<file path="config.mk">
export PLATFORM = sky130hd
export DESIGN_NAME = eprisc_iobus_master
export DESIGN_NICKNAME = d
export VERILOG_FILES = /design/src/rtl/eprisc_iobus_master.sv
export SDC_FILE = /design/constraint.sdc
export NUM_CORES = 1
export LEC_CHECK = 0
export CORE_AREA = 2 2 121 88
export CTS_BUF_LIST = sky130_fd_sc_hd__clkbuf_4
export DETAILED_ROUTE_END_ITERATION = 8
export DIE_AREA = 0 0 123 90
export DONT_BUFFER_PORTS = 1
export PLACE_DENSITY = 0.61
export SYNTH_ARGS = -nofsm -noshare
export SYNTH_HDL_FRONTEND = slang
export SYNTH_SLANG_ARGS = --single-unit
</file>
<file path="constraint.sdc">
create_clock -name iClk -period 3.8 [get_ports iClk]
set_clock_uncertainty 0.2 [all_clocks]
set_input_delay 0.95 -clock iClk [delete_from_list [all_inputs] [get_ports iClk]]
set_output_delay 0.95 -clock iClk [all_outputs]
set_load 0.02 [all_outputs]
</file>
<file path="src/rtl/eprisc_iobus_master.sv">
// rtl/eprisc_iobus_master.sv - epRISC I/O bus host master: serialises 32-bit requests into six-phase byte frames
module eprisc_iobus_master #(
    parameter int         pClkDiv = 2,
    parameter logic [1:0] pTarget = 2'h1
) (
    input  logic        iClk,
    input  logic        iRst,
    input  logic        iReqValid,
    output logic        oReqReady,
    input  logic        iReqWrite,
    input  logic [14:0] iReqAddr,
    input  logic [15:0] iReqData,
    output logic        oRspValid,
    output logic [31:0] oRspData,
    output logic        oBusClock,
    output logic [1:0]  oBusSelect,
    output logic [7:0]  oBusMOSI,
    input  logic [7:0]  iBusMISO,
    input  logic        iBusInterrupt,
    output logic        oIrq
);

    localparam int cCntW = (pClkDiv < 1) ? 1 : $clog2(pClkDiv + 1);
    localparam logic [cCntW-1:0] cHalfLast  = cCntW'(pClkDiv - 1);
    localparam logic [cCntW-1:0] cFlushLast = cCntW'(pClkDiv);

    typedef enum logic [3:0] {
        sFlushLo, sFlushHi, sIdle, sLeadLo, sByteHi,
        sByteLo, sStoreHi, sStoreLo, sEndHi, sDone
    } tState;

    tState             state, nextState;
    logic [cCntW-1:0]  cnt, nextCnt;
    logic [1:0]        byteIdx, nextByte;
    logic [31:0]       frameWord, frameWordNxt;
    logic              accept, timed, halfDone;
    logic              busClockNxt, reqReadyNxt, rspValidNxt;
    logic [1:0]        busSelectNxt;
    logic [7:0]        mosiNxt;
    logic [31:0]       rspDataNxt;
    logic              irqMeta;

    assign accept = iReqValid && oReqReady;

    always_ff @(posedge iClk or posedge iRst) begin
        if (iRst) begin
            state      <= sFlushLo;
            cnt        <= '0;
            byteIdx    <= '0;
            frameWord  <= '0;
            oBusClock  <= 1'b1;
            oBusSelect <= '0;
            oBusMOSI   <= '0;
            oReqReady  <= 1'b0;
            oRspValid  <= 1'b0;
            oRspData   <= '0;
        end else begin
            state      <= nextState;
            cnt        <= nextCnt;
            byteIdx    <= nextByte;
            frameWord  <= frameWordNxt;
            oBusClock  <= busClockNxt;
            oBusSelect <= busSelectNxt;
            oBusMOSI   <= mosiNxt;
            oReqReady  <= reqReadyNxt;
            oRspValid  <= rspValidNxt;
            oRspData   <= rspDataNxt;
        end
    end

    // The first FLUSH_LO cycle still shows the reset-time high clock, so the
    // low half there runs one cycle longer to give pClkDiv visible low cycles.
    always_comb begin
        nextState    = state;
        nextCnt      = cnt;
        nextByte     = byteIdx;
        frameWordNxt = frameWord;
        timed        = !(state inside {sIdle, sDone});
        halfDone     = (cnt == ((state == sFlushLo) ? cFlushLast : cHalfLast));
        if (timed) begin
            if (halfDone) begin
                nextCnt = '0;
                case (state)
                    sFlushLo: nextState = sFlushHi;
                    sFlushHi: nextState = sIdle;
                    sLeadLo:  nextState = sByteHi;
                    sByteHi:  nextState = sByteLo;
                    sByteLo: begin
                        if (byteIdx == 2'd3) begin
                            nextState = sStoreHi;
                        end else begin
                            nextState = sByteHi;
                            nextByte  = byteIdx + 2'd1;
                        end
                    end
                    sStoreHi: nextState = sStoreLo;
                    sStoreLo: nextState = sEndHi;
                    sEndHi:   nextState = sDone;
                    default:  nextState = sFlushLo;
                endcase
            end else begin
                nextCnt = cnt + 1'b1;
            end
        end else if (state == sDone) begin
            nextState = sIdle;
        end else if (accept) begin
            nextState    = sLeadLo;
            nextCnt      = '0;
            nextByte     = '0;
            frameWordNxt = {iReqWrite, iReqAddr, iReqData};
        end
    end

    // Outputs are registered from the state being entered, so bus pins move
    // on the same edge as the state they belong to.
    always_comb begin
        busClockNxt  = nextState inside {sFlushHi, sIdle, sByteHi, sStoreHi, sEndHi, sDone};
        busSelectNxt = (nextState inside {sLeadLo, sByteHi, sByteLo, sStoreHi, sStoreLo, sEndHi})
                       ? pTarget : 2'b00;
        reqReadyNxt  = (nextState == sIdle);
        rspValidNxt  = (nextState == sDone);
        mosiNxt      = oBusMOSI;
        rspDataNxt   = oRspData;
        if (nextState == sByteHi && state != sByteHi) begin
            mosiNxt = frameWord[{nextByte, 3'b000} +: 8];
        end else if (nextState == sStoreHi && state != sStoreHi) begin
            mosiNxt = 8'h00;
        end
        if (state == sByteHi && nextState == sByteLo) begin
            rspDataNxt[{byteIdx, 3'b000} +: 8] = iBusMISO;
        end
    end

    always_ff @(posedge iClk or posedge iRst) begin
        if (iRst) begin
            irqMeta <= 1'b0;
            oIrq    <= 1'b0;
        end else begin
            irqMeta <= iBusInterrupt;
            oIrq    <= irqMeta;
        end
    end

endmodule

</file>
== Word-level counts from Yosys, hierarchy flattened ==
Cells that the tools add are included.
Word-level totals
  output and inout port bits: 46
  input bits: 44
  flip-flop bits (word level): 87
  word-level logic and storage cells: 75
Operators by class
  muxes and demuxes: 21
  reduce and logical (&&, ||, !) cells: 11
  bitwise gates (word level): 1
  add/subtract/negate cells: 3
  shifts and indexed selects: 3
  equal/unequal tests: 24
Operators with widths (count)
  $bwmux 32: 1
  $eq 4x3->1 const B: 8
  $pmux 4 s8: 1
  $shift 8x7->32 const A: 1
  $shiftx 32x6->8: 1
  $shiftx 8x7->32: 1
  $mux 2: 12
  $eq 4x2->1 const B: 4
  $eq 4x4->1 const B: 4
  $mux 4: 4
  $mux 8: 2
  $reduce_bool 6->1: 2
  $eq 4x1->1 const B: 2
  $ne 4x3->1 const B: 2
  $neg 5->7: 1
  $add 2x1->2 const B: 2
  $logic_and 1x1->1: 4
  $logic_not 4->1: 1
  $ne 2x2->1 const B: 2
  $reduce_bool 2->1: 2
  $reduce_and 3->1: 1
  $eq 2x2->1: 1
  $eq 2x2->1 const B: 1
  $reduce_and 2->1: 1
  2 further kinds: 2

== Longest topological paths before layout ==
  word-level depth: 9
  gate-level depth with buffers: 10
  mapped depth without buffers: 8

== Worst setup path after synthesis ==
No wires, ideal clock.
  kind: input -> register
  start: in iReqValid
  end: reg oBusMOSI[3]
  path buffers: 0
  arrival: 2513 ps
  stages: 6
  library setup time: 121 ps
  setup slack: 966 ps
  data required time: 3479 ps
  cell sequence: a211oi_1 -> a2bb2oi_1 -> o21ai_2 -> a21oi_4 -> mux4_1 -> a22o_1
Between the ends
  word-level cells in the longest chain between the ends: 7
  elaborated cells between the ends (all ways): 14
  classes of those cells: eq/ne (2); shift (1); mux (7); reduce/logical (4)
RTL lines
  start: declaration: RTL line 8  | input logic iReqValid,
  $logic_and 1x1->1 (*): RTL line 43  | assign accept = iReqValid && oReqReady;
  parallel branches: the longest is 6 deep, another holds $shiftx 32x6->8
  end signal: assignment: RTL line 64  | oBusMOSI <= mosiNxt;
  end: declaration: RTL line 17  | output logic [7:0] oBusMOSI,
Every way passes the cells marked *.
A chain may end at the register's enable or synchronous reset.

== Final worst setup path ==
  start: reg state[2]
  end: reg oBusMOSI[3]
Between the ends
  word-level cells in the longest chain between the ends: 8
  elaborated cells between the ends (all ways): 31
  classes of those cells: eq/ne (14); shift (1); mux (11); reduce/logical (5)
RTL lines
  start: declaration: RTL line 32  | tState state, nextState;
  start signal: assignment: RTL line 47  | state <= sFlushLo;
  start signal: assignment: RTL line 58  | state <= nextState;
  parallel branches: the longest is 8 deep, another holds $shiftx 32x6->8
Several ways; the timed one is not identified.

==> summary.md <==
| Metric | Value |
|---|---|
| Post-layout util | 0.414 |
| All-Layer GR Usage | 0.162 |
| Reg2Reg Setup Slack | ~900 ps |
| Final hold violation count | 0 |
| Yosys Warn Count | 0 |
| Hold bufs inserted after CTS | 0 |
| # IOs | 90 |
| Worst EP arrival | roughly 3000 ps |
| CTS resizes | 0 |
| Post-Syn Instances | roughly 330 |
| Worst rel slew slack | 0.363 |
| TritonCTS clock tree | built |
| Critical path capture point type | flip-flop |
| Final WS setup | around 900 ps |
| RSZ-0062 raised after global routing | false |
| CTS root buf | clkbuf_4 |
| Hold Path Stages | 0 |
| Max Slew Vio Count | 0 |
| Placed insts | approximately 450 |
| Residual antenna-violating net count after detailed routing | 0 |
| GRT overflow | 0 |
| Buffers on Ports | 0 |
| Worst Path Buf+Inv | 0 |
| Endpoints failing setup | 0 |
| FF/Latch Area | between 2000 and 2500 um2 |
| Mapped Area | approximately 3900 um2 |
| Count of cell types in the netlist | about 50 |
| Final hold slack | 159 ps |
| Synthesized flop and latch total | 86 |
| Max Cap Viol | 0 |
| Tcrit/Tclk final | 0.764 |
| Clock transition at path regs | 120 ps |
| Post-synth EDFFs | 0 |
| Layout area overhead | 6.88% |
| 1st-iter DRT viols | a little over 80 |
| R2R Path Start | state[2]$_DFF_PP0_ |
| CP dominant cell by count | o21ai_2 |
| Final Net Count | 384 |
| HP Class | flip-flop to flip-flop |
| Area taken by multi-input logic gates | 1610 um2 |
| Fraction of layout cells with a size suffix above 1 | 0.208 |
| Startpoint Class | flip-flop |
| Hold path start | irqMeta$_DFF_PP0_ |
| Core area | between 10000 and 15000 um2 |
| Crit-path leading delay family | compound AO/OA/AOI/OAI gates |
| FP Rows | 31 |
| Post-synthesis sequential area ratio | 0.556 |
| Initial core utilization | 0.387 |
| Fillers | 951 |
| Vias per cell | approximately 5.3 |
| Total wire length | around 8.2 mm |
| Sink Count | 86 |
| Die ar. | 11100 um2 |
| Worst slack at placement | about 710 ps |
| Maximum clock path buffer count | 2 |
| Routed len/inst | 17.6 um |
| Mean Syn Cell Area | around 12 um2 |
| Slew @ Worst Pin | between 900 and 1000 ps |
| CP max-delay cell | dfrtp_1 |
| CTS Buf Count | 9 |
| Depth of the worst register-to-register path | 6 |
| Htree depth | 3 |
| Net count after synthesis | between 300 and 400 |
| GPL Wtd Cong | 0.762 |
| DR pass1 iterations | 4 |
| Leakage | between 1.5 and 2 nW |
| Setup Crit Path Kind | flip-flop to flip-flop |
| Skew-Pair Late Insertion Delay | 430 ps |
| Maximum vdd drop | roughly 300 uV |
| Die Span X | approximately 120 um |
| Worst-path fanout max | 17 |
| CP Cell Sequence | or4b_4 -> o21ai_2 -> o21ai_2 -> a21oi_4 -> mux4_1 -> a22o_1 |
| DRC | 0 |
| Post-CTS setup buffer count | 0 |
| Max frequency | 0.344 GHz |
| Worst Path Required | between 3000 and 4000 ps |
| Initial antenna violation count | 2 |
| Detailed Place HPWL | between 5 and 6 mm |
| Minimum clock period | roughly 2900 ps |
| Setup TNS | 0 ps |
| Vias in the first global route | between 2000 and 3000 |
| Global-route wire length before repair | between 10 and 15 mm |
| Via count | roughly 2500 |
| Pin count of the biggest net entering global routing | between 40 and 50 |
| Ys async rst share | 1.00 |
| Layout Cells excl Fill | ~470 |
| Worst r2r dst | oBusMOSI[3]$_DFFE_PP0P_ |
| Vert. Die Dim | 90 um |
| Cell area power density | around 800 nW/um2 |
| Biggest cell delay along the critical path | 610 ps |
| Primary FF master, synth | dfrtp_1 |
| Outcome | complete, no violations |
| Sink of the worst hold path | oIrq$_DFF_PP0_ |
## cell type report
cell class,count,area share
antenna,1,0.000604
clock buffer,10,0.0181
clock inverter,4,0.0178
inverter,10,0.00936
multi-input combinational,224,0.388
sequential,86,0.520
tap,132,0.0399
timing repair buffer,2,0.00664
## flip-flops by register name, summed over array words and instances, names as in the netlist
signal	count
oBusSelect	1
state	4
oIrq	1
frameWord	32
oRspData	32
byteIdx	2
oRspValid	1
oBusMOSI	8
irqMeta	1
oBusClock	1
oReqReady	1
cnt	2
## worst max-delay path by stage
stage                                   from                       to  slack (ps)  cells past startpoint
after floorplan                         iRst     byteIdx[0]$_DFF_PP0_         430                      1
after global placement             iReqValid  oBusMOSI[7]$_DFFE_PP0P_         810                      6
after detailed placement           iReqValid  oBusMOSI[0]$_DFFE_PP0P_         710                      7
after CTS                 state[2]$_DFF_PP0_  oBusMOSI[3]$_DFFE_PP0P_         860                      6
after global routing      state[2]$_DFF_PP0_  oBusMOSI[0]$_DFFE_PP0P_         700                      8
final                     state[2]$_DFF_PP0_  oBusMOSI[3]$_DFFE_PP0P_         900                      6
## cells by family after synthesis
group,Yosys count,share of synthesized area
other,1,0.000967
AND/OR/NAND/NOR,107,0.132
adder cells (fa/ha/maj),7,0.0226
multiplexers,42,0.147
XOR/XNOR,1,0.00226
flip-flops,86,0.556
AO/OA/AOI/OAI,66,0.110
buffers and inverters,24,0.0307
## metal layers
metal  global-route usage  part of all wire
met3               0.0869             0.095
met2                0.232              0.44
met5                    0            0.0016
met1                0.212              0.45
met4               0.0483             0.012
## report_power, final
| group | total [mW] | switching [mW] | internal (mW) |
|---|---|---|---|
| logic | 1.07 | 0.526 | 0.544 |
| clock network | 0.563 | 0.296 | 0.268 |
| registers | 1.73 | 0.464 | 1.27 |
| total | 3.36 | 1.29 | 2.08 |
## layout by cell type (no fill, tap or decap), types with 2 or more instances in the layout
| cell type | n |
|---|---|
| dfrtp_1 | 85 |
| nand2_1 | 72 |
| o21ai_0 | 38 |
| mux2_2 | 32 |
| clkbuf_4 | 10 |
| a22o_1 | 9 |
| inv_1 | 7 |
| ha_1 | 7 |
| nand2b_1 | 6 |
| nor3b_1 | 6 |
| mux4_2 | 6 |
| nor2_1 | 4 |
| nand3_1 | 3 |
| nor4_2 | 2 |
| mux2i_1 | 2 |
| o21ai_2 | 2 |
| a211oi_1 | 2 |
| o2bb2ai_1 | 2 |
| a21oi_1 | 2 |
| a2bb2oi_1 | 2 |
| inv_2 | 2 |
| mux4_1 | 2 |
| nor3_1 | 2 |
| clkinv_2 | 2 |
| bufinv_16 | 2 |
## metrics by stage
| stage | instance area (um2) | total power [mW] |
|---|---|---|
| 2_1_floorplan | 3880 | 2.59 |
| 3_3_place_gp | 3990 | 2.78 |
| 3_5_place_dp | 3990 | 2.84 |
| 4_1_cts | 4140 | 3.41 |
| 5_1_grt | 4140 | 3.62 |
| 6_report | 4140 | 3.36 |
## worst reg2reg max path, delay by kind of cell (launching register included)
kind	cells	cell delay [ps]
flops	1	610
compound gates	4	800
mux	1	610
simple gates	1	600
## synthesized netlist by cell type (all sizes together) (2+ instances only)
cell type / n / share of area
nand2: 73 / 0.071
or2: 2 / 0.0032
a21oi: 4 / 0.0090
nor4: 3 / 0.0081
a211oi: 2 / 0.0039
o2bb2ai: 2 / 0.0045
clkbuf: 5 / 0.0048
a21boi: 2 / 0.0039
buf: 9 / 0.016
a2bb2oi: 2 / 0.0045
nand2b: 6 / 0.0097
a22o: 9 / 0.020
mux2i: 2 / 0.0052
inv: 10 / 0.0097
o21ai: 40 / 0.054
nor2: 6 / 0.0077
mux4: 8 / 0.048
ha: 7 / 0.023
mux2: 32 / 0.093
nor3b: 6 / 0.012
nand3: 3 / 0.0039
nor3: 2 / 0.0026
dfrtp: 85 / 0.55
Power figures use the tool's default switching activity.
